### config.mk
export PLATFORM = sky130hd
export DESIGN_NAME = artix7_pll_drp_ctrl
export DESIGN_NICKNAME = d
export VERILOG_FILES = /design/src/rtl/artix7_pll_drp_pkg.sv /design/src/rtl/artix7_pll_sync2.sv /design/src/rtl/artix7_pll_drp_ctrl.sv
export SDC_FILE = /design/constraint.sdc
export NUM_CORES = 1
export LEC_CHECK = 0
export CAP_MARGIN = 20
export CORE_MARGIN = 4
export CORE_UTILIZATION = 40
export DETAILED_ROUTE_END_ITERATION = 10
export GPL_ROUTABILITY_DRIVEN = 0
export PLACE_DENSITY_LB_ADDON = 0.1
export SLEW_MARGIN = 25
export SYNTH_ARGS = -nofsm -noshare
export SYNTH_HDL_FRONTEND = slang
export SYNTH_SLANG_ARGS = --single-unit
### constraint.sdc
create_clock -name clk_i -period 4.1 [get_ports clk_i]
set_input_delay 1.23 -clock clk_i [delete_from_list [all_inputs] [get_ports clk_i]]
set_output_delay 1.23 -clock clk_i [all_outputs]
set_load 0.01 [all_outputs]
### src/rtl/artix7_pll_drp_pkg.sv
`default_nettype none
// ============================================================================
// Module      : artix7_pll_drp_pkg
// Description : Shared definitions for the PLLE2_ADV DRP retuning controller.
//               Holds the FSM state encoding, the CLKOUTn DRP address map, the
//               read-modify-write keep masks and the divider encoder.
// Revision    : 1.0 - initial release
// ============================================================================
package artix7_pll_drp_pkg;

    typedef enum logic [3:0] {
        ST_INIT      = 4'd0,
        ST_WAIT_LOCK = 4'd1,
        ST_IDLE      = 4'd2,
        ST_SEL       = 4'd3,
        ST_RD        = 4'd4,
        ST_RD_WAIT   = 4'd5,
        ST_WR        = 4'd6,
        ST_WR_WAIT   = 4'd7,
        ST_RELEASE   = 4'd8
    } state_t;

    // Bits preserved from the current register contents during a rewrite
    // (phase mux / delay fields the controller never touches).
    localparam logic [15:0] c_KEEP_REG1 = 16'hF000;
    localparam logic [15:0] c_KEEP_REG2 = 16'hFF3F;

    // Reg1 of every CLKOUTn sits at an even address, Reg2 directly above it.
    function automatic logic [6:0] drp_addr(input logic [2:0] lane, input logic reg2);
        logic [6:0] base;
        case (lane)
            3'd0:    base = 7'h08;
            3'd1:    base = 7'h0A;
            3'd2:    base = 7'h0C;
            3'd3:    base = 7'h0E;
            3'd4:    base = 7'h10;
            3'd5:    base = 7'h06;
            default: base = 7'h08;
        endcase
        return {base[6:1], reg2};
    endfunction

    function automatic logic [15:0] keep_mask(input logic reg2);
        return reg2 ? c_KEEP_REG2 : c_KEEP_REG1;
    endfunction

    // hi = D>>1, lo = D-hi, both carried in 6-bit fields where 64 wraps to 0.
    // Working modulo 64 directly: hi = D[6:1], lo = D[5:0] - D[6:1].
    function automatic logic [15:0] enc_field(input logic [7:0] div, input logic reg2);
        logic [5:0] hi6;
        logic [5:0] lo6;
        hi6 = div[6:1];
        lo6 = div[5:0] - div[6:1];
        if (reg2) begin
            return {8'h00, div[0], (div == 8'd1), 6'b000000};
        end
        return {4'h0, hi6, lo6};
    endfunction

endpackage
`default_nettype wire

### src/rtl/artix7_pll_sync2.sv
`default_nettype none
// ============================================================================
// Module      : artix7_pll_sync2
// Description : Two-flop synchroniser for the asynchronous PLL LOCKED signal.
// Ports       : clk  - destination clock
//               rst  - asynchronous active-high reset, output forced to 0
//               i_d  - asynchronous input
//               o_q  - synchronised output
// Revision    : 1.0 - initial release
// ============================================================================
module artix7_pll_sync2 (
    input  logic clk,
    input  logic rst,
    input  logic i_d,
    output logic o_q
);

    logic r_meta;
    logic r_sync;

    always_ff @(posedge clk or posedge rst) begin
        if (rst) begin
            r_meta <= 1'b0;
            r_sync <= 1'b0;
        end else begin
            r_meta <= i_d;
            r_sync <= r_meta;
        end
    end

    assign o_q = r_sync;

endmodule
`default_nettype wire

### src/rtl/artix7_pll_drp_ctrl.sv
`default_nettype none
// ============================================================================
// Module      : artix7_pll_drp_ctrl
// Description : Runtime CLKOUTn divider retuning for a PLLE2_ADV via DRP, plus
//               PLL reset/lock sequencing at power-up and after each retune.
// Ports       : clk_i/rst_i          - clock (also DCLK), async active-high rst
//               cfg_req_i/mask/div   - retune request, lane mask, 8b dividers
//               busy_o/done_o/error_o- status (done pulses, error is sticky)
//               locked_o             - synchronised PLL lock
//               pll_rst_o/locked_i   - PLL RST out, PLL LOCKED in
//               drp_*                - DRP master port
// Revision    : 1.0 - initial release
// ============================================================================
module artix7_pll_drp_ctrl
    import artix7_pll_drp_pkg::*;
#(
    parameter int NUM_OUTPUTS  = 6,
    parameter int RST_HOLD     = 16,
    parameter int LOCK_TIMEOUT = 65535,
    parameter int DRDY_TIMEOUT = 255
) (
    input  logic                     clk_i,
    input  logic                     rst_i,
    input  logic                     cfg_req_i,
    input  logic [NUM_OUTPUTS-1:0]   cfg_mask_i,
    input  logic [8*NUM_OUTPUTS-1:0] cfg_div_i,
    output logic                     busy_o,
    output logic                     done_o,
    output logic                     error_o,
    output logic                     locked_o,
    output logic                     pll_rst_o,
    input  logic                     pll_locked_i,
    output logic [6:0]               drp_daddr_o,
    output logic                     drp_den_o,
    output logic                     drp_dwe_o,
    output logic [15:0]              drp_di_o,
    input  logic [15:0]              drp_do_i,
    input  logic                     drp_drdy_i
);

    localparam logic [15:0] c_RST_LAST  = 16'(RST_HOLD - 1);
    localparam logic [15:0] c_LOCK_LAST = 16'(LOCK_TIMEOUT - 1);
    localparam logic [15:0] c_DRDY_LAST = 16'(DRDY_TIMEOUT - 1);
    localparam logic [2:0]  c_LANES     = 3'(NUM_OUTPUTS);

    state_t                   r_state;
    state_t                   w_state_next;
    logic [15:0]              r_timer;
    logic [2:0]               r_lane;
    logic [2:0]               w_lane_next;
    logic                     r_reg2;
    logic                     w_reg2_next;
    logic [NUM_OUTPUTS-1:0]   r_mask;
    logic [8*NUM_OUTPUTS-1:0] r_div;
    logic [15:0]              r_rdata;
    logic                     r_pll_rst;
    logic                     r_busy;
    logic                     r_done;
    logic                     r_error;
    logic                     w_error_next;
    logic                     w_locked;
    logic [NUM_OUTPUTS-1:0]   w_lane_bad;
    logic                     w_cfg_bad;
    logic                     w_capture;
    logic [7:0]               w_mask_pad;
    logic [63:0]              w_div_pad;
    logic [7:0]               w_cur_div;

    artix7_pll_sync2 u_lock_sync (
        .clk (clk_i),
        .rst (rst_i),
        .i_d (pll_locked_i),
        .o_q (w_locked)
    );

    // A lane is illegal only when it is selected for rewrite.
    for (genvar n = 0; n < NUM_OUTPUTS; n++) begin : g_lane_check
        logic [7:0] w_lane_div;
        assign w_lane_div    = cfg_div_i[8*n +: 8];
        assign w_lane_bad[n] = cfg_mask_i[n] && ((w_lane_div == 8'd0) || (w_lane_div > 8'd128));
    end

    assign w_cfg_bad  = |w_lane_bad;
    assign w_capture  = (r_state == ST_IDLE) && cfg_req_i && !w_cfg_bad;
    // Zero-padded views let the 3-bit lane index address any lane count.
    assign w_mask_pad = 8'(r_mask);
    assign w_div_pad  = 64'(r_div);
    assign w_cur_div  = w_div_pad[{r_lane, 3'b000} +: 8];

    always_comb begin
        w_state_next = r_state;
        w_lane_next  = r_lane;
        w_reg2_next  = r_reg2;
        w_error_next = r_error;
        case (r_state)
            ST_INIT: begin
                if (r_timer == c_RST_LAST) w_state_next = ST_WAIT_LOCK;
            end
            ST_WAIT_LOCK: begin
                if (w_locked) begin
                    w_state_next = ST_IDLE;
                end else if (r_timer == c_LOCK_LAST) begin
                    w_state_next = ST_IDLE;
                    w_error_next = 1'b1;
                end
            end
            ST_IDLE: begin
                if (cfg_req_i) begin
                    if (w_cfg_bad) begin
                        w_error_next = 1'b1;
                    end else begin
                        w_error_next = 1'b0;
                        w_lane_next  = 3'd0;
                        w_reg2_next  = 1'b0;
                        w_state_next = ST_SEL;
                    end
                end
            end
            ST_SEL: begin
                if (r_lane >= c_LANES) begin
                    w_state_next = ST_RELEASE;
                end else if (!w_mask_pad[r_lane]) begin
                    w_lane_next = r_lane + 3'd1;
                end else begin
                    w_reg2_next  = 1'b0;
                    w_state_next = ST_RD;
                end
            end
            ST_RD: w_state_next = ST_RD_WAIT;
            ST_RD_WAIT: begin
                if (drp_drdy_i) begin
                    w_state_next = ST_WR;
                end else if (r_timer == c_DRDY_LAST) begin
                    w_error_next = 1'b1;
                    w_state_next = ST_RELEASE;
                end
            end
            ST_WR: w_state_next = ST_WR_WAIT;
            ST_WR_WAIT: begin
                if (drp_drdy_i) begin
                    if (!r_reg2) begin
                        w_reg2_next  = 1'b1;
                        w_state_next = ST_RD;
                    end else begin
                        w_reg2_next  = 1'b0;
                        w_lane_next  = r_lane + 3'd1;
                        w_state_next = ST_SEL;
                    end
                end else if (r_timer == c_DRDY_LAST) begin
                    w_error_next = 1'b1;
                    w_state_next = ST_RELEASE;
                end
            end
            // RELEASE always waits a full hold window; the PLL has already been
            // in reset for the DRP phase, so its total reset time exceeds RST_HOLD.
            ST_RELEASE: begin
                if (r_timer == c_RST_LAST) w_state_next = ST_WAIT_LOCK;
            end
            default: w_state_next = ST_INIT;
        endcase
    end

    always_ff @(posedge clk_i or posedge rst_i) begin
        if (rst_i) begin
            r_state   <= ST_INIT;
            r_timer   <= 16'd0;
            r_lane    <= 3'd0;
            r_reg2    <= 1'b0;
            r_mask    <= '0;
            r_div     <= '0;
            r_rdata   <= 16'd0;
            r_pll_rst <= 1'b1;
            r_busy    <= 1'b0;
            r_done    <= 1'b0;
            r_error   <= 1'b0;
        end else begin
            r_state <= w_state_next;
            r_lane  <= w_lane_next;
            r_reg2  <= w_reg2_next;
            r_error <= w_error_next;
            // One timer serves every state: restart on each state change.
            if (w_state_next != r_state) begin
                r_timer <= 16'd0;
            end else if (r_timer != 16'hFFFF) begin
                r_timer <= r_timer + 16'd1;
            end
            if (w_capture) begin
                r_mask <= cfg_mask_i;
                r_div  <= cfg_div_i;
            end
            if ((r_state == ST_RD_WAIT) && drp_drdy_i) r_rdata <= drp_do_i;
            // PLL reset is registered so the async RST pin never sees decode glitches.
            r_pll_rst <= !(w_state_next inside {ST_WAIT_LOCK, ST_IDLE});
            r_busy    <= (w_state_next != ST_IDLE);
            r_done    <= (r_state == ST_WAIT_LOCK) && w_locked;
        end
    end

    // DRP is synchronous to clk_i, so these outputs decode the state directly.
    assign drp_den_o   = (r_state == ST_RD) || (r_state == ST_WR);
    assign drp_dwe_o   = (r_state == ST_WR);
    assign drp_daddr_o = drp_den_o ? drp_addr(r_lane, r_reg2) : 7'd0;
    assign drp_di_o    = drp_dwe_o ? ((r_rdata & keep_mask(r_reg2)) | enc_field(w_cur_div, r_reg2))
                                   : 16'd0;

    assign busy_o    = r_busy;
    assign done_o    = r_done;
    assign error_o   = r_error;
    assign locked_o  = w_locked;
    assign pll_rst_o = r_pll_rst;

endmodule
`default_nettype wire
==> out/metrics.yaml <==
floorplanning:
  rows: 43
  die-area_mm2: 0.0162
  die_w_um: 127
  initial_core_util_pct: 40.9
  io_pins: 105
  die_y_um: 127
  core_mm2: 0.0139
synthesis:
  ys_types: 62
  ys_ff_latch: 98
  synth_top_area_share_pct: 42.8
  synth_edf_count: 0
  yosys-top-cells-area: "dfrtp_1, nand2_1, mux4_2, ha_1, mux2_2"
  synth.cell_area_mm2: 0.00568
  yosysSeqAreaShare_pct: 43.2
  yosys_warnings: 0
  yosys.area.top_type: "dfrtp_1"
  async_reset_ff_share_pct: 100
  synth_ff_type: "dfrtp_1"
  syn_inst: 634
  avgSynthCellArea_um2: 8.95
clock_network:
  cts.sinks: 98
  root_buffer: "clkbuf_16"
  insertion_delay_ps: 350
  cts_buffer_depth: 2
  cts_buffers: 9
  cts_setup_buffers: 0
  clk_pin_slew_ps: 70
  h-tree-depth: 3
  cts_tree: "yes"
sta:
  drv_slew: 0
  max_slew_margin_pct: 57.4
  setup_viol: 0
  holdWs_ps: 400
  fmax_mhz: 245
  hold_violations: 0
  tightest_slew_ps: 638
  rsz0062_at_grt: "true"
  finalCritPeriodShare_pct: 99.4
  skew_ps: 4.95
  period_minus_slack_ps: 4070
layout:
  drive_above_1_share_pct: 18.8
  nFillCells: 1271
  syn2layout_area_growth_pct: 34.4
  final_area_mm2: 0.00763
  fin_nets: 855
  diodes: 0
  post-route-util_pct: 55.0
  final_cells: 948
global_routing:
  grt_pass1_wl_um: 24600
  grt_pass1_vias: 4851
  grt_max_degree: 55
  antenna_found_initial: 0
  grtUsageTotal_pct: 18.9
  globalRoute.totalOverflow: 0
pwr:
  ir_worst_vdd_mv: 0.250
  p_leak_nw: 3.56
  p_per_area_mw_per_mm2: 626
  total_power_mw: 4.78
worst_setup_path:
  crit_path_top_delay_cell: "mux4_2"
  cp_max_fo: 4
  slowest_delay_ps: 550
  crit_chain: "mux4_2, a21oi_4, inv_2, ha_1, nand2b_4, a21oi_4, o21ai_2, a21oi_1, nor2_1, xnor2_1, o22ai_1, clkbuf_2"
  critPathCaptureType: "output pin"
  critical_path_arrival_ps: 2840
  cp-start-kind: "flop"
  required_ps: 2870
  crit_type: "flop to output pin"
  cpMostUsedCell: "a21oi_4"
status:
  status: "completed"
detailed_routing:
  final_antenna_net_count: 0
  num_vias: 4864
  drt_iter0_drc: 413
  wl_per_cell_um: 15.6
  drc: 0
  drt_first_pass_iters: 5
  routed_wl_um: 14800
  via_per_inst: 5.13
flow_run:
  cap_viol_max_count: 0
placement:
  dp.final_hpwl_um: 11200
  place_area_mm2: 0.00720
  port_buffers: 100
  dp_cells: 932
hold_path:
  hold_path.class: "flop to flop"
[final cells by class]
cell class / instances / area (µm²) / share of cell area, %
inverter: 21 / 80.1 / 1.05
timing repair buffer: 150 / 1420 / 18.7
multi-input combinational: 483 / 3090 / 40.6
sequential: 98 / 2460 / 32.2
clock buffer: 10 / 239 / 3.13
clock inverter: 6 / 111 / 1.46
tap: 180 / 225 / 2.95
[placed cells by master, fill, tap and decap left out, types with 4 or more instances in the layout]
cell / synthesis / routed
nand2_1: 199 / 198
dfrtp_1: 97 / 95
clkdlybuf4s50_1: 0 / 94
nor2_1: 41 / 41
buf_4: 2 / 41
a21oi_1: 25 / 21
inv_1: 20 / 17
mux2_2: 16 / 16
nor3_1: 14 / 14
mux2i_1: 13 / 13
a21oi_2: 10 / 12
ha_1: 16 / 12
xnor2_1: 11 / 11
xor2_1: 10 / 10
nand3_1: 11 / 10
o21ai_0: 13 / 9
mux4_2: 9 / 9
and2_1: 9 / 9
clkbuf_16: 0 / 9
or4_1: 8 / 8
and3_1: 8 / 7
nor4_1: 7 / 7
nand4_1: 6 / 6
nand2b_1: 6 / 5
buf_12: 0 / 5
o211ai_1: 4 / 4
o21ai_2: 1 / 4
buf_2: 6 / 4
buf_6: 2 / 4
[repair_timing]
item / 4_1_cts / 5_1_grt
hold buffers: 0 / 0
resized for setup: 26 / 25
endpoints found under the setup margin: 6 / 7
pin swaps: 0 / 7
[cell families after synthesis]
group | after synthesis | synth area share, %
flip-flops | 98 | 43.2
buffers and inverters | 54 | 4.10
other | 1 | 0.0661
adder cells (fa/ha/maj) | 17 | 3.88
AO/OA/AOI/OAI | 79 | 9.63
AND/OR/NAND/NOR | 326 | 26.8
XOR/XNOR | 21 | 3.24
multiplexers | 38 | 9.04
[worst max-delay path, delay by kind of cell (launching register included)]
family / cells / cell delay [ps]
flip-flops: 1 / 450
buffers and inverters: 2 / 240
AO/OA/AOI/OAI: 5 / 660
adder cells (fa/ha/maj): 1 / 330
XOR/XNOR: 1 / 120
multiplexers: 1 / 550
AND/OR/NAND/NOR: 2 / 150
[per-layer routing]
layer  up-vias  GRT usage (%)  share of wire [%]
li1       2424              -                  -
met1      2287           26.2                 46
met2       131           30.4                 48
met3        22           2.80                4.2
met4         0           6.69                2.0
met5         -              0                  0
[registers in the layout, summed over array words and instances, names as in the netlist]
name	flops
u_lock_sync.r_meta	1
busy_o	1
r_rdata	14
r_div	48
done_o	1
r_lane	3
u_lock_sync.o_q	1
r_state	4
error_o	1
r_reg2	1
r_timer	16
pll_rst_o	1
r_mask	6
[synth_stat cells (3+ instances only)]
master	instances
mux4_2	9
buf_1	7
xnor2_1	11
clkbuf_1	16
and3_1	8
ha_1	16
mux2i_1	13
o211ai_1	4
and2_1	9
nor3_1	14
or4_4	3
mux2_2	16
nand2b_1	6
o21ai_0	13
a21oi_2	10
nand3_1	11
buf_2	6
nand2_1	199
dfrtp_1	97
nor4_4	3
inv_1	20
xor2_1	10
or4_1	8
nor4_1	7
a21oi_1	25
nand4_1	6
o22ai_1	3
nor2_1	41
[power breakdown]
part           total (mW)  internal, mW  switching (mW)
clock               0.991         0.614           0.377
combinational        2.24          1.13            1.11
sequential           1.54          1.30           0.243
[stage by stage]
stage	setup TNS, ps	setup slack (ps)
floorplan	0	51.6
global placement	-1940	-227
detailed placement	-1430	-198
CTS	-267	-197
global route	-329	-130
finish	0	25.5
[worst paths after layout]
kind,slack [ps],end,startpoint,depth (start not counted)
setup / recovery,30,drp_di_o[5],r_lane[0],12
hold reg to reg,400,u_lock_sync.o_q,u_lock_sync.r_meta,0
max in group asynchronous,2050,r_div[5],rst_i,3
min in group asynchronous,1270,r_rdata[15],rst_i,2
setup reg to reg,1190,r_timer[4],r_lane[0],10
hold / removal,400,u_lock_sync.o_q,u_lock_sync.r_meta,0
Note: power is estimated with default switching activity, not from simulation.
